**config.mk**
```make
export PLATFORM = sky130hd
export DESIGN_NAME = cc1200_apb_cfg_sequencer
export DESIGN_NICKNAME = d
export VERILOG_FILES = /design/src/rtl/cc1200_apb_cfg_sequencer.sv
export SDC_FILE = /design/constraint.sdc
export NUM_CORES = 1
export LEC_CHECK = 0
export CORE_ASPECT_RATIO = 1.1
export CORE_UTILIZATION = 44
export CTS_CLUSTER_DIAMETER = 150
export CTS_CLUSTER_SIZE = 28
export DETAILED_ROUTE_END_ITERATION = 16
export GPL_TIMING_DRIVEN = 0
export PLACE_DENSITY = 0.8
export SYNTH_ARGS = -nofsm -noshare
export SYNTH_HDL_FRONTEND = slang
export SYNTH_SLANG_ARGS = --single-unit
```
**constraint.sdc**
```tcl
create_clock -name clk -period 3.57 [get_ports clk]
set_input_delay 0.714 -clock clk [delete_from_list [all_inputs] [get_ports clk]]
set_output_delay 0.714 -clock clk [all_outputs]
set_load 0.005 [all_outputs]
```
**src/rtl/cc1200_apb_cfg_sequencer.sv**
```systemverilog
// cc1200_apb_cfg_sequencer: replays a register-write table onto the Tx/Rx CC1200 SPI APB slaves
module cc1200_apb_cfg_sequencer #(
  parameter int NUM_ENTRIES = 8,
  parameter int IDX_W = 4,
  parameter int TIMEOUT = 32
) (
  input  logic             clk,
  input  logic             rstn,
  input  logic             start,
  input  logic             abort,
  output logic [IDX_W-1:0] tbl_idx,
  input  logic [31:0]      tbl_addr,
  input  logic [31:0]      tbl_data,
  input  logic [1:0]       tbl_tgt,
  input  logic             tbl_last,
  output logic [31:0]      paddr,
  output logic [31:0]      pwdata,
  output logic             pwrite,
  output logic             penable,
  output logic             psel_tx,
  output logic             psel_rx,
  input  logic             pready_tx,
  input  logic             pready_rx,
  input  logic             pslverr_tx,
  input  logic             pslverr_rx,
  output logic             busy,
  output logic             done,
  output logic             err,
  output logic [1:0]       err_code,
  output logic [IDX_W-1:0] err_idx
);
  localparam int CW = $clog2(TIMEOUT + 1);
  typedef enum logic [2:0] {IDLE, FETCH, SETUP, ACCESS, NEXT, DONE, ERROR} stateT;
  stateT state;
  logic lastQ, pendTx, pendRx;
  logic [CW-1:0] cnt;
  logic okTx, okRx, slvErr, remain, timeUp;
  assign okTx = pendTx & pready_tx & ~pslverr_tx;
  assign okRx = pendRx & pready_rx & ~pslverr_rx;
  assign slvErr = (pendTx & pready_tx & pslverr_tx) | (pendRx & pready_rx & pslverr_rx);
  assign remain = (pendTx & ~okTx) | (pendRx & ~okRx);
  assign timeUp = cnt == CW'(TIMEOUT - 1);
  // Outputs are assigned on the edge entering the state in which they must be visible.
  always_ff @(posedge clk or posedge rstn) begin
    if (rstn) begin
      state <= IDLE;
      tbl_idx <= '0;
      paddr <= '0;
      pwdata <= '0;
      pwrite <= 1'b0;
      penable <= 1'b0;
      psel_tx <= 1'b0;
      psel_rx <= 1'b0;
      busy <= 1'b0;
      done <= 1'b0;
      err <= 1'b0;
      err_code <= 2'b00;
      err_idx <= '0;
      lastQ <= 1'b0;
      pendTx <= 1'b0;
      pendRx <= 1'b0;
      cnt <= '0;
    end else if (abort && state != IDLE) begin
      state <= IDLE;
      busy <= 1'b0;
      done <= 1'b0;
      paddr <= '0;
      pwdata <= '0;
      pwrite <= 1'b0;
      penable <= 1'b0;
      psel_tx <= 1'b0;
      psel_rx <= 1'b0;
    end else begin
      case (state)
        IDLE: if (start && !abort) begin
          state <= FETCH;
          busy <= 1'b1;
          tbl_idx <= '0;
          err <= 1'b0;
          err_code <= 2'b00;
          err_idx <= '0;
        end
        FETCH: begin
          lastQ <= tbl_last;
          paddr <= tbl_addr;
          pwdata <= tbl_data;
          pwrite <= tbl_tgt != 2'b00;
          psel_tx <= tbl_tgt[0];
          psel_rx <= tbl_tgt[1];
          pendTx <= tbl_tgt[0];
          pendRx <= tbl_tgt[1];
          state <= tbl_tgt == 2'b00 ? NEXT : SETUP;
        end
        SETUP: begin
          penable <= 1'b1;
          cnt <= '0;
          state <= ACCESS;
        end
        ACCESS: begin
          cnt <= cnt + 1'b1;
          pendTx <= pendTx & ~okTx;
          pendRx <= pendRx & ~okRx;
          psel_tx <= psel_tx & ~okTx;
          psel_rx <= psel_rx & ~okRx;
          if (slvErr || !remain || timeUp) begin
            state <= (slvErr || remain) ? ERROR : NEXT;
            err_code <= slvErr ? 2'b01 : remain ? 2'b10 : err_code;
            paddr <= '0;
            pwdata <= '0;
            pwrite <= 1'b0;
            penable <= 1'b0;
            psel_tx <= 1'b0;
            psel_rx <= 1'b0;
          end
        end
        NEXT: if (lastQ || tbl_idx == IDX_W'(NUM_ENTRIES - 1)) begin
          state <= DONE;
          done <= 1'b1;
        end else begin
          tbl_idx <= tbl_idx + 1'b1;
          state <= FETCH;
        end
        DONE: begin
          done <= 1'b0;
          busy <= 1'b0;
          state <= IDLE;
        end
        ERROR: begin
          err <= 1'b1;
          err_idx <= tbl_idx;
          busy <= 1'b0;
          state <= IDLE;
        end
        default: state <= IDLE;
      endcase
    end
  end
endmodule
```
=== Word level (Yosys, flattened, before mapping) ===
Index checks and enable logic that the tools add are counted.
Widths: inputs -> output; s select.

* Flip-flop bits (word level): 93
* Input port bits: 75
* Output and inout port bits: 81
* Logic and storage cells: 127

* Add/subtract/negate cells: 2
* Equal/unequal tests: 15
* Muxes and demuxes: 43
* Bitwise operators: 17
* Reductions and logical operators: 33

{| class="wikitable"
|+ Operators with widths
! cell !! number
|-
| $pmux 32 s2 || 2
|-
| $mux 32 || 3
|-
| $pmux 1 s2 || 9
|-
| $pmux 4 s2 || 2
|-
| $reduce_and 2->1 || 8
|-
| $mux 3 || 5
|-
| $pmux 3 s5 || 1
|-
| $reduce_bool 3->1 || 5
|-
| $mux 1 || 12
|-
| $ne 3x3->1 const B || 4
|-
| $pmux 6 s2 || 1
|-
| $reduce_bool 2->1 || 6
|-
| $and 1x1->1 || 10
|-
| $mux 2 || 5
|-
| $eq 3x3->1 const B || 3
|-
| $mux 4 || 2
|-
| $add 6x1->6 const B || 1
|-
| $eq 3x2->1 const B || 2
|-
| $eq 6x5->1 const B || 1
|-
| $ne 2x2->1 const B || 3
|-
| $not 1->1 || 5
|-
| $reduce_and 5->1 || 1
|-
| $add 4x1->4 const B || 1
|-
| $eq 4x3->1 const B || 1
|-
| 11 further kinds || 17
|}

=== Longest topological paths before layout ===
Gate-level depths: netlist of the first run.

* Depth in word-level cells: 11
* Mapped depth: 9
* Gate-level depth less buffers: 6

=== Least setup slack after synthesis of the first run ===
Ideal clock, no wire load.

* Path type: input to register
* Start: input port pslverr_tx
* End: register err_code[1]
* Library setup time: 127 ps
* Arrival time: 1913 ps
* Data required time: 3443 ps
* Path slack: 1530 ps
* Stages: 5
* Path buffers: 0
* Path through: nand2b_2 a22oi_2 nor4_1 nand3b_4 mux2_1

* Longest elaborated chain between the ends: 10
* Elaborated cells on any way between the ends: 16
* Those cells by class: 2 x eq/ne; 3 x mux; 7 x bitwise; 4 x reduce/logical

{| class="wikitable"
|+ RTL lines
! element !! RTL line !! text
|-
| start, declared || 24 || <nowiki>input logic pslverr_tx,</nowiki>
|-
| $not 1->1 || 38 || <nowiki>assign okTx = pendTx & pready_tx & ~pslverr_tx;</nowiki>
|-
| $and 1x1->1 || 38 ||
|-
| $not 1->1 || 41 || <nowiki>assign remain = (pendTx & ~okTx) | (pendRx & ~okRx);</nowiki>
|-
| $and 1x1->1 || 41 ||
|-
| $or 1x1->1 || 41 ||
|-
| $logic_not 1->1 || 105 || <nowiki>if (slvErr || !remain || timeUp) begin</nowiki>
|-
| $logic_or 1x1->1 (2 in a row) || 105 ||
|-
| $ne 2x2->1 (no line) || - ||
|-
| $reduce_and 5->1 (no line) || - ||
|-
| end signal, assigned || 107 || <nowiki>err_code <= slvErr ? 2'b01 : remain ? 2'b10 : err_code;</nowiki>
|-
| end, declared || 29 || <nowiki>output logic [1:0] err_code,</nowiki>
|}

Several ways; a longest one is shown, not always the timed one. The select of a mux whose other input is x is not followed.
A chain may end at the register's enable or synchronous reset.

=== Worst setup path after layout of the first run ===
Ends and elaborated chain as after synthesis.

==> results of run 1 <==
## registers in the layout (all words and copies together) (netlist names), 2 cells and up
| name | flops |
|---|---|
| cnt | 6 |
| err_code | 2 |
| err_idx | 4 |
| paddr | 32 |
| pwdata | 32 |
| state | 3 |
| tbl_idx | 4 |
## logic make-up after synthesis
kind of cell,synth area share
buf+inv,0.0499
simple gates,0.207
compound gates,0.156
fa+ha+maj,0.00609
mux,0.00791
xor+xnor,0.00639
flops,0.566
## power by group
group          internal (W)  total, W  switching (W)
clock network      0.000328  0.000689       0.000361
logic              0.000968   0.00166       0.000692
registers           0.00144   0.00166       0.000223
total               0.00273   0.00401        0.00128
## through the flow
stage,power (W),cell area [µm²],std cells
after floorplan,0.00234,4110,440
after detailed placement,0.00336,5830,710
after global routing,0.00429,6030,726
after global placement,0.00330,5800,709
final,0.00401,6030,726
after CTS,0.00405,6030,726
## worst register-to-register path: cells and delay by family, from the launching register on
kind	cells	cell delay, ns
simple gates	4	1.09
fa+ha+maj	1	0.23
mux	1	0.31
flops	1	0.41
## Yosys cell counts, drive strengths merged
library cell,count,area [µm²]
a2111oi,1,8.76
a21bo,2,20.0
a21boi,1,7.51
a21oi,8,51.3
a22o,4,35.0
a22oi,1,12.5
a31oi,1,6.26
a32o,1,10.0
and2,2,15.0
and3,2,12.5
and3b,1,8.76
buf,18,153
clkbuf,7,30.0
dfrtp,93,2330
ha,2,25.0
inv,6,22.5
mux2,2,22.5
mux2i,1,10.0
nand2,154,578
nand2b,4,27.5
nand3,10,50.1
nand3b,1,20.0
nand4,3,18.8
nor2,12,45.0
nor3,5,36.3
nor4,1,6.26
o211ai,3,22.5
o21ai,82,410
o22a,1,8.76
o31ai,3,22.5
o41ai,1,27.5
or2,2,15.0
or3,2,17.5
xor2,3,26.3
## how the worst max path moves through the flow
stage                          start     endpoint  slack (ns)  cells after the start
final                     pslverr_tx  err_code[1]        1.10                      6
after global routing      pslverr_tx  err_code[1]        0.98                      6
after CTS                 pslverr_tx  err_code[1]        1.12                      6
after detailed placement  pslverr_tx  err_code[1]        0.74                      6
after global placement          rstn      psel_rx       -0.96                      2
after floorplan                 rstn         busy        0.44                      1
## layout make-up
type	count	area [µm²]
inverter	6	25.0
clock inverter	3	17.5
clock buffer	13	179
tap	114	143
multi-input combinational	316	1580
fill	730	2930
sequential	93	2330
timing repair buffer	156	1580
buffer	25	183
## per-layer routing
metal	wire length (µm)	up-vias
met3	810	12
met1	4450	1753
met5	0	-
li1	-	1806
met2	5300	129
met4	146	0
==> results.ini, run 1 <==
[status]
outcome=finished, final reports clean

[die]
core_um2=8960
ios=156
rows=36
die_y_um=103
die_x_um=94.2
start_util=0.459
die_area_um2=9730

[route]
vias_per_cell=5.10
vias=3700
routed_wl_um=10700
drt_iter0_markers=178
drtPass1Iterations=4
remaining_drc_errors=0
wire_per_inst_um=14.7
ant_nets=0

[clock_network]
post_cts_resized=0
clockBufferDepth=2
tritoncts=yes
post-cts-setup-buffers=0
cts_sinks=93
root_buffer=clkbuf_8
holdBufCountCts=0
cts_buffers=9
htreeDepth=3
path_clk_slew_ns=0.09
clk_latency_ns=0.36

[critical_path]
cp_num_buf_inv=1
reg2reg_slack_ns=1.41
worstReg2RegStart=cnt[0]
crit_arrival_ns=2.72
crit_path_max_incr_delay_ns=0.67
slowest_stage=nor4_1
start_kind=input pin
crit_chain=clkdlybuf4s50_1 > nand2b_2 > a22oi_2 > nor4_1 > nand3b_4 > mux2_1
end_kind=flip-flop
crit_path_max_fanout=4
r2r_end=err_code[1]
worstSetupPathType=in -> reg
ff2ff_path_depth=6
cp.required_ns=3.82
path_delay_family=simple AND/OR/NAND/NOR gates

[yosys]
syn-num-nets=517
synth_warnings=0
synth_cell_type_count=45
synth-seq-cells=93
yosysSeqAreaShare=0.566
postSynthAreaPerCell_um2=9.34
synthCells=440
synth_area_um2=4110

[sta]
fin_crit_ns=2.47
rsz0062_at_grt=false
slew_viol_final=0
tightest_slew_ns=0.735
fin_skew_ns=0.0123
setup_tns_ns=0
final.setup.worst_slack_ns=1.10
finalSetupViolCount=0
timing.final.crit_share=0.693
whs_ns=0.486
max_freq_mhz=404
hold_viol=0
slew_headroom=0.506

[pwr]
leakage_nw=2.72
ir_drop_mv=0.313
p_per_area_nw_per_um2=665

[job]
drv_cap=0

[finish]
syn_to_final_growth_pct=46.7
final_cell_mix=clkdlybuf4s50_1, nand2_1, dfrtp_1
drive_above_1_share=0.0882
final_common_cell=clkdlybuf4s50_1
final_util=0.673
num-nets-final=684
diodes=0

[grt]
top_usage_layer=met2
grt_pass1_wl_um=16900
grt_pass1_vias=3526
use_met3=0.0548
antenna_found_initial=0
globalRouteMet1Util=0.291
grt-ovfl-total=0
grt_max_degree=62
met2_usage=0.372
grtUsageTotal=0.226

[hold_path]
hp-class=reg -> reg
min_to=paddr[6]
min_from=paddr[6]
min_path_cells=2

[placement]
port_buffers=155
place.detailed.hpwl_um=8010
gp_congestion=0.838
pre_cts_ws_ns=0.740

Power figures use the tool's default switching activity.
==> run 2: changes to the inputs <==
Settings changed: CORE_UTILIZATION 44 to 40, PLACE_DENSITY 0.8 to 0.77.
Clock period 3.57 ns to 2.2 ns, I/O delays scaled along.
==> run 2 against run 1 <==
Against the previous run:
- hold slack got worse by 0.039 ns
- design area rose by 0.46%
- critical path type unchanged
- clock power rose by 60%
- clock-buffer cell count fell by 1
==> results.ini, run 2 (synthesized netlist as in run 1, its figures left out) <==
[grt]
antenna_found_initial=0
grt_max_degree=41
grtUsageTotal=0.216
grt-ovfl-total=0
grt_pass1_wl_um=18100
grt_pass1_vias=3725

[route]
vias=3720
vias_per_cell=5.08
remaining_drc_errors=0
routed_wl_um=10900
ant_nets=0
wire_per_inst_um=14.9
drt_iter0_markers=173
drtPass1Iterations=4

[die]
start_util=0.414
ios=156
die_y_um=108
die_x_um=98.7
rows=38
core_um2=9940
die_area_um2=10700

[sta]
slew_headroom=0.637
whs_ns=0.447
hold_viol=0
slew_viol_final=0
rsz0062_at_grt=false
max_freq_mhz=490
setup_tns_ns=0
timing.final.crit_share=0.928
fin_crit_ns=2.04
fin_skew_ns=0.00898
tightest_slew_ns=0.540
finalSetupViolCount=0

[clock_network]
path_clk_slew_ns=0.09
clockBufferDepth=2
htreeDepth=3
cts_buffers=9
cts_sinks=93
clk_latency_ns=0.35
tritoncts=yes
root_buffer=clkbuf_8

[finish]
diodes=0
final_common_cell=clkdlybuf4s50_1
final_util=0.610
drive_above_1_share=0.0914
final_cell_mix=clkdlybuf4s50_1, nand2_1, dfrtp_1
syn_to_final_growth_pct=47.4
fillCellCount=847
num-nets-final=685
top_regs=paddr (32), pwdata (32), cnt (6)

[critical_path]
endpoint=paddr[16]
ff2ff_path_depth=9
cp.required_ns=2.48
worstSetupPathType=in -> reg
crit_arrival_ns=2.32
r2r_end=paddr[16]
startpoint=pslverr_tx
reg2reg_slack_ns=0.22
worstReg2RegStart=cnt[0]
end_kind=flip-flop
start_kind=input pin
crit_path_max_fanout=10

[pwr]
p_per_area_nw_per_um2=1070
leakage_nw=2.71
p_total_w=0.00650
ir_drop_mv=0.477

[placement]
gp_congestion=0.921
port_buffers=155
place.detailed.hpwl_um=8270

[status]
outcome=finished, final reports clean

[job]
drv_cap=0

[hold_path]
hp-class=in -> async

[run 2: cell count changes in the layout (fill, tap and decap cells not counted), sizes merged]
cell,previous run,this run
clkinv,2,1
clkinvlp,1,4
clkbuf,20,19
buf,19,20
inv,6,5
[run 2: worst min path at each step]
stage	from	endpoint	slack, ns	cells past startpoint
2_1_floorplan	paddr[10]	paddr[10]	0.47	2
3_3_place_gp	paddr[13]	paddr[13]	0.47	2
3_5_place_dp	pwdata[29]	pwdata[29]	0.48	2
4_1_cts	rstn	paddr[26]	0.44	2
5_1_grt	rstn	paddr[26]	0.46	2
6_report	rstn	paddr[20]	0.45	2
[run 2: through the flow]
stage                     area, µm²  cells  setup slack (ns)
after detailed placement       5860    717            -0.326
after global routing           6060    733            0.0334
after CTS                      6050    733            0.0209
after global placement         5820    715            -0.363
final                          6060    733             0.159
after floorplan                4110    440             0.356
[run 2: critical path: stages]
cell and delay (ns):
clkdlybuf4s50_1 0.50, nand2b_2 0.14, a22oi_2 0.14, o41ai_4 0.45, buf_6 0.21, buf_6 0.15, buf_6 0.14, nand2_1 0.06
o21ai_1 0.07
[run 2: area by class of cell]
| cell class | instances | area (µm²) | share of cell area |
|---|---|---|---|
| flip-flops and latches | 93 | 2330 | 0.384 |
| clock inverters | 4 | 31.3 | 0.00516 |
| well taps | 120 | 150 | 0.0248 |
| inverters | 6 | 26.3 | 0.00434 |
| clock buffers | 12 | 165 | 0.0273 |
| repair buffers | 157 | 1590 | 0.263 |
| multi-input cells | 316 | 1580 | 0.261 |
| plain buffers | 25 | 183 | 0.0302 |
[run 2: power breakdown]
group	switching, W	total [W]	internal [W]
sequential	0.000367	0.00270	0.00233
combinational	0.00113	0.00270	0.00157
clock	0.000591	0.00110	0.000506
total	0.00209	0.00650	0.00441
[run 2: metal layers]
metal  vias up  routed length [µm]  global-route usage
met5         -                   0                   0
met4         0                 149              0.0693
met3        13                 635              0.0459
met2       119                5570               0.382
met1      1781                4590               0.266
li1       1807                   -                   -
[run 2: repair_timing]
action                                  CTS  global route
endpoints found under the setup margin    0             1
hold buffers                              0             0
setup buffers                             0             0
gates resized for setup                   0             1
